<file path="src/rtl/seq_divider.sv">
// Multi-cycle radix-2 restoring divider, one quotient bit per clock, with
// valid/ready handshakes on both sides and signed/unsigned operation per request.
module seq_divider #(
   parameter int unsigned WIDTH     = 8,
   parameter bit          SIGNED_EN = 1'b1
) (
   input  logic             i_clk,
   input  logic             i_rst,
   input  logic             i_in_valid,
   output logic             o_in_ready,
   input  logic [WIDTH-1:0] i_a,
   input  logic [WIDTH-1:0] i_b,
   input  logic             i_is_signed,
   output logic             o_out_valid,
   input  logic             i_out_ready,
   output logic [WIDTH-1:0] o_q,
   output logic [WIDTH-1:0] o_r,
   output logic             o_div_by_zero,
   output logic             o_overflow
);

   localparam int unsigned CW = $clog2(WIDTH + 1);

   typedef enum logic [1:0] {IDLE, BUSY, DONE} state_t;

   state_t           r_state;
   state_t           w_state_nxt;
   logic             r_in_ready;
   logic             r_out_valid;
   logic [WIDTH-1:0] r_dvd;
   logic [WIDTH-1:0] r_div;
   logic [WIDTH-1:0] r_rem;
   logic [WIDTH-1:0] r_a;
   logic [CW-1:0]    r_cnt;
   logic             r_neg_q;
   logic             r_neg_r;
   logic             r_dz;
   logic             r_ovf;
   logic [WIDTH-1:0] r_q;
   logic [WIDTH-1:0] r_r;
   logic             r_dz_o;
   logic             r_ovf_o;

   logic             w_accept;
   logic             w_take;
   logic             w_last;
   logic             w_sgn;
   logic             w_a_neg;
   logic             w_b_neg;
   logic [WIDTH-1:0] w_a_abs;
   logic [WIDTH-1:0] w_b_abs;
   logic [WIDTH-1:0] w_min;
   logic             w_ovf_in;
   logic [WIDTH:0]   w_shift;
   logic             w_ge;
   logic [WIDTH-1:0] w_sub;
   logic [WIDTH-1:0] w_rem_nxt;
   logic [WIDTH-1:0] w_quo_nxt;
   logic [WIDTH-1:0] w_q_fix;
   logic [WIDTH-1:0] w_r_fix;

   assign w_accept = i_in_valid && r_in_ready;
   assign w_take   = r_out_valid && i_out_ready;
   assign w_last   = (r_cnt == CW'(WIDTH));

   // Operand conditioning: magnitudes plus the sign bookkeeping for the final fixup.
   assign w_sgn    = SIGNED_EN && i_is_signed;
   assign w_a_neg  = w_sgn && i_a[WIDTH-1];
   assign w_b_neg  = w_sgn && i_b[WIDTH-1];
   assign w_a_abs  = w_a_neg ? -i_a : i_a;
   assign w_b_abs  = w_b_neg ? -i_b : i_b;
   assign w_min    = {1'b1, {(WIDTH-1){1'b0}}};
   assign w_ovf_in = w_sgn && (i_a == w_min) && (i_b == {WIDTH{1'b1}});

   // One restoring step, compared at WIDTH+1 bits so the shifted-out bit is kept.
   assign w_shift   = {r_rem, r_dvd[WIDTH-1]};
   assign w_ge      = (w_shift >= {1'b0, r_div});
   assign w_sub     = WIDTH'(w_shift - {1'b0, r_div});
   assign w_rem_nxt = w_ge ? w_sub : w_shift[WIDTH-1:0];
   assign w_quo_nxt = {r_dvd[WIDTH-2:0], w_ge};

   assign w_q_fix = r_dz ? {WIDTH{1'b1}} : (r_neg_q ? -r_dvd : r_dvd);
   assign w_r_fix = r_dz ? r_a : (r_neg_r ? -r_rem : r_rem);

   always_comb begin
      w_state_nxt = r_state;
      case (r_state)
         IDLE:    if (w_accept) w_state_nxt = BUSY;
         BUSY:    if (w_last)   w_state_nxt = DONE;
         DONE:    if (w_take)   w_state_nxt = IDLE;
         default: w_state_nxt = IDLE;
      endcase
   end

   always_ff @(posedge i_clk) begin
      if (i_rst) begin
         r_state     <= IDLE;
         r_in_ready  <= 1'b1;
         r_out_valid <= 1'b0;
      end else begin
         r_state     <= w_state_nxt;
         r_in_ready  <= (w_state_nxt == IDLE);
         r_out_valid <= (w_state_nxt == DONE);
      end
   end

   // Datapath: load on accept, iterate in BUSY, sign fixup on the last BUSY edge.
   always_ff @(posedge i_clk) begin
      if (i_rst) begin
         r_dvd   <= '0;
         r_div   <= '0;
         r_rem   <= '0;
         r_a     <= '0;
         r_cnt   <= '0;
         r_neg_q <= 1'b0;
         r_neg_r <= 1'b0;
         r_dz    <= 1'b0;
         r_ovf   <= 1'b0;
         r_q     <= '0;
         r_r     <= '0;
         r_dz_o  <= 1'b0;
         r_ovf_o <= 1'b0;
      end else begin
         if (w_accept) begin
            r_dvd   <= w_a_abs;
            r_div   <= w_b_abs;
            r_rem   <= '0;
            r_a     <= i_a;
            r_cnt   <= '0;
            r_neg_q <= w_a_neg ^ w_b_neg;
            r_neg_r <= w_a_neg;
            r_dz    <= (i_b == '0);
            r_ovf   <= w_ovf_in;
         end
         if (r_state == BUSY) begin
            if (!w_last) begin
               r_dvd <= w_quo_nxt;
               r_rem <= w_rem_nxt;
               r_cnt <= r_cnt + CW'(1);
            end else begin
               r_q     <= w_q_fix;
               r_r     <= w_r_fix;
               r_dz_o  <= r_dz;
               r_ovf_o <= r_ovf;
            end
         end
         if (w_take) begin
            r_dz_o  <= 1'b0;
            r_ovf_o <= 1'b0;
         end
      end
   end

   assign o_in_ready    = r_in_ready;
   assign o_out_valid   = r_out_valid;
   assign o_q           = r_q;
   assign o_r           = r_r;
   assign o_div_by_zero = r_dz_o;
   assign o_overflow    = r_ovf_o;

endmodule
</file>
<file path="config.mk">
export PLATFORM = sky130hd
export DESIGN_NAME = seq_divider
export DESIGN_NICKNAME = d
export VERILOG_FILES = /design/src/rtl/seq_divider.sv
export SDC_FILE = /design/constraint.sdc
export NUM_CORES = 1
export LEC_CHECK = 0
export CORE_MARGIN = 2
export CORE_UTILIZATION = 57
export CTS_BUF_LIST = sky130_fd_sc_hd__clkbuf_16
export DETAILED_ROUTE_END_ITERATION = 8
export PLACE_DENSITY = 0.81
export SLEW_MARGIN = 20
export SYNTH_ARGS = -nofsm -noshare
export SYNTH_HDL_FRONTEND = slang
export SYNTH_SLANG_ARGS = --single-unit
</file>
<file path="constraint.sdc">
create_clock -name i_clk -period 3.15 [get_ports i_clk]
set_input_delay 0.4725 -clock i_clk [delete_from_list [all_inputs] [get_ports i_clk]]
set_output_delay 0.4725 -clock i_clk [all_outputs]
set_load 0.01 [all_outputs]
</file>
* Yosys cells after proc, flatten, opt, wreduce, memory -nomap -nowiden *
Index checks and enable logic that the tools add are counted.

storage, ports and cells
  output and inout port bits = 20
  flip-flop bits (word level) = 62
  bits of input ports = 21

cells by class
  reductions and logical operators = 11
  equal/unequal tests = 6
  $add $sub $neg = 6
  order comparisons = 1
  muxes and demuxes = 20
  bitwise logic cells = 1

operator list
  operator             count
  $mux 8               13
  $neg 8->8            4
  $eq 8x8->1 const B   2
  $mux 4               3
  $ge 9x8->1           1
  $logic_not 8->1      1
  $sub 8x8->8          1
  $logic_and 1x1->1    6
  $mux 2               3
  $pmux 2 s3           1
  $add 4x1->4 const B  1
  $eq 2x2->1 const B   2
  $eq 4x4->1 const B   1
  $logic_not 2->1      2
  $eq 2x1->1 const B   1
  $reduce_and 2->1     1
  $reduce_or 2->1      1
  $xor 1x1->1          1

* Depth between registers and ports, before layout *
  word-level depth = 5
  gate-level depth with buffers = 9
  mapped depth without buffers = 9

* Least setup slack after synthesis *
No wires, ideal clock.

  kind = register to register
  start = register r_dvd[7]
  end = register r_rem[6]
  path slack = 1.139 ns
  arrival time = 1.895 ns
  data required time = 3.034 ns
  library setup time = 0.116 ns
  period minus slack after synthesis = 2.011 ns
  stages on the path, launching flop included = 10
  path through = dfxtp_1 -> inv_1 -> ha_1 -> fa_1 -> or2b_1 -> a21oi_1 -> o21a_1 -> nor2_1 -> xnor2_1 -> a31o_2

between the ends
  cells in the longest elaborated chain, start to end = 4
  elaborated cells on any way between the ends = 5

ends and longest elaborated chain
  item                                       RTL line  RTL
  start: declaration                         30        logic [WIDTH-1:0] r_dvd;
  start signal: assignment                   125       r_dvd <= w_a_abs;
  start signal: assignment                   137       r_dvd <= w_quo_nxt;
  $sub 8x8->8 or $ge 9x8->1 (tied branches)  78, 77
  $mux 8 (*)                                 79        assign w_rem_nxt = w_ge ? w_sub : w_shift[WIDTH-1:0];
  $mux 8 (*)                                 136       if (!w_last) begin
  $mux 8 (*)                                 135       if (r_state == BUSY) begin
  end signal: assignment                     138       r_rem <= w_rem_nxt;
  end: declaration                           32        logic [WIDTH-1:0] r_rem;

Mark *: on every way between the ends. The rest lies on a longest branch, timed or not.
A chain may end at the register's enable or synchronous reset.

* Worst setup path in the final report *
  start = register r_rem[0]
  end = register r_rem[6]

between the ends
  cells in the longest elaborated chain, start to end = 4
  elaborated cells on any way between the ends = 5

ends and longest elaborated chain
  item                                       RTL line
  $sub 8x8->8 or $ge 9x8->1 (tied branches)  78, 77
  $mux 8 (*)                                 79
  $mux 8 (*)                                 136
  $mux 8 (*)                                 135

Marks and branches as above.

==> reports/results.txt <==
R2r endpoint -> r_rem[6]
First-pass GRT wire length -> 13700 µm
Area of the multi-input gates -> 0.00208 mm²
Setup TNS -> 0 ns
CP Class -> reg -> reg
Worst-case reg-to-reg path depth -> 8
Ys async rst share -> 0%
Max-cap viol count -> 0
Detailed Routing Iterations Pass 1 -> 5
Status -> finished clean
RSZ-0062 raised after global routing -> no
Starting Density -> 59.1%
Die area -> 0.00682 mm²
IO Count -> 41
Placed Area -> 0.00392 mm²
Synth-to-Final Area Change -> 19.6%
Drt via density -> 5.86
Die width -> 82.6 µm
DR vias -> 3323
DRT Wirelength -> 8460 µm
Top cell type's share of synthesized area -> 35.3%
Compound-cell area share of the yosys netlist -> 21.3%
Hold Path Depth -> 2
Area leader, netlist -> dfxtp_1
Sequential fraction of the synthesis area -> 35.3%
CTS buffer count -> 9
Yosys warns -> 0
R2r setup slk -> 0.90 ns
Largest net degree at the start of global routing -> 57
Clock Path Buffers -> 2
DRT antenna net count -> 0
Antenna violations before repair -> 0
Remaining global-route overflow -> 0
Pre-CTS setup slack -> 0.822 ns
Top FF cell, synth -> dfxtp_1
Final hold vios -> 0
Vias in the first global route -> 2993
Clock Pin Slew Worst Setup and Hold Paths -> 0.05 ns
EDFF count, synth -> 0
Clock Sink Count -> 62
Worst min-delay path class -> in -> reg
Most instantiated cells after synthesis -> nand2_1 (63), dfxtp_1 (62), nor2_1 (50)
Final routed DRC violation total -> 0
Cts repair resizes -> 0
LEAKAGE -> 1.55 nW
Syn Inst Count -> 458
Post-route design area -> 0.00421 mm²
GPL Wtd Cong -> 0.885
H-tree depth -> 3
Final Net Count -> 524
Max Slew Vio Count -> 0
Synth cell types -> 58
Largest cells by area after synthesis -> dfxtp_1 (35%), a21oi_1 (7.0%), nand2_1 (6.7%)
GRT Resource Usage Total -> 26.4%
IO Port Bufs -> 40
P per Cell Area -> 571 mW/mm²
Die height -> 82.6 µm
Clk Tree Root Cell -> clkbuf_16
FF+latch count, synth -> 62
Hpwl dp -> 5990 µm
Core ar. -> 0.00596 mm²
WL per Instance -> 14.9 µm
Synth Area in Simple Gates -> 24.8%
Total setup violations reported at the end of the flow -> 0
Cts hold-fix bufs -> 0
Mux contribution to synthesized area -> 1.42%
Largest family of logic cells by synthesized area -> simple AND/OR/NAND/NOR gates
Tcrit/Tclk final -> 71.5%
Worst Clk Skew -> 0.00600 ns
First DRT Iteration DRCs -> 241
Fillers -> 506
CP required -> 3.37 ns
Clock insertion delay at the later pin of the skew report -> 0.33 ns
Crit. End Element -> register
Setup Buffers After CTS -> 0
Setup WS post-layout -> 0.897 ns
CTS tree -> yes
Layout cell share with drive strength beyond 1 -> 6.30%
Startpoint Class -> register
Slew @ Worst Pin -> 0.942 ns
Power consumption -> 0.00240 W
Synth Area in XOR/XNOR -> 5.72%
Post-Syn Area per Cell -> 7.68 µm²
Worst VDD drop -> 390 µV
Synthesized-area fraction occupied by adder cells -> 5.90%
Worst Hold Launch -> i_rst
Arr. time, crit path -> 2.47 ns
Synth Net Count -> 495
# rows -> 28
FF/Latch Area -> 0.00124 mm²
Relative slew slack -> 37.1%
Post-Syn Area -> 0.00352 mm²
Cell with the most instances after synthesis -> nand2_1
FMAX -> 444 MHz
N_diodes -> 0
Crit Path Max Fanout -> 8
Min cycle time layout -> 2.25 ns
Reg-to-reg startpoint -> r_rem[0]
Worst Hold End -> r_rem[4]
[flip-flops by register name, indices dropped and copies added (netlist names), 2 cells and up]
name     cells
r_a          8
r_div        8
r_rem        8
r_dvd        8
r_cnt        4
o_q          8
r_state      2
o_r          8
[logic make-up after synthesis]
family,after synthesis
buffers and inverters,47
and+or+nand+nor,187
muxes,5
DFF,62
xor gates and xnor gates,23
adders and majority gates,16
AOI/OAI and AO/OA,118
[through the flow]
step,std cells,hold slack [ns],utilization (%)
after CTS,567,0.373,70.7
after floorplan,458,0.430,-
final,567,0.377,70.7
after global routing,567,0.387,70.7
after detailed placement,551,0.449,65.8
after global placement,551,0.443,65.8
[how the worst max path moves through the flow]
stage | start | endpoint | depth (start not counted)
2_1_floorplan | r_dvd[7] | r_rem[6] | 9
3_3_place_gp | i_is_signed | r_ovf | 6
3_5_place_dp | i_is_signed | r_ovf | 6
4_1_cts | r_rem[0] | r_rem[6] | 8
5_1_grt | r_rem[3] | r_rem[3] | 7
6_report | r_rem[0] | r_rem[6] | 8
[routing by layer]
layer  vias to the layer above  part of all wire, %  track usage (%)  wire length [µm]
met3                        20                  6.0             3.80               511
met2                       139                   46             42.3              3920
met4                         0                  2.6             14.6               216
li1                       1659                    -                -                 -
met1                      1505                   45             34.0              3810
met5                         -                    0                0                 0
[placed cells by master, fill, tap and decap left out, types with 4 or more instances in the layout]
cell	count
nor3_1	23
nand4_1	4
clkbuf_16	9
inv_1	22
a211oi_1	13
nand3_1	11
nor2_1	50
ha_1	15
o21ai_0	19
mux2i_1	5
or3_1	11
a311oi_1	4
o31ai_1	6
dfxtp_1	62
nand2b_1	5
a21oi_1	49
buf_4	4
xnor2_1	15
xor2_1	8
clkdlybuf4s50_1	39
nand2_1	63
[layout make-up]
cell class                 count  share of cell area [%]
timing repair buffer          44                    10.1
clock buffer                   9                    5.35
sequential                    62                    29.5
inverter                      21                    1.87
tap                           75                    2.23
multi-input combinational    349                    49.4
clock inverter                 7                    1.58
[where the power goes]
part	internal (W)	total, W	switching (W)
Clock	0.000605	0.000949	0.000344
Sequential	0.000831	0.000893	0.0000619
Combinational	0.000244	0.000563	0.000320
[worst max-delay path, cell delays in order, from the launching register on]
cell,delay (ns)
dfxtp_1,0.53
inv_1,0.15
fa_1,0.45
or2b_1,0.26
a21oi_1,0.20
o21a_1,0.14
nor2_1,0.04
xnor2_1,0.13
a31o_2,0.24
Power figures use the tool's default switching activity.
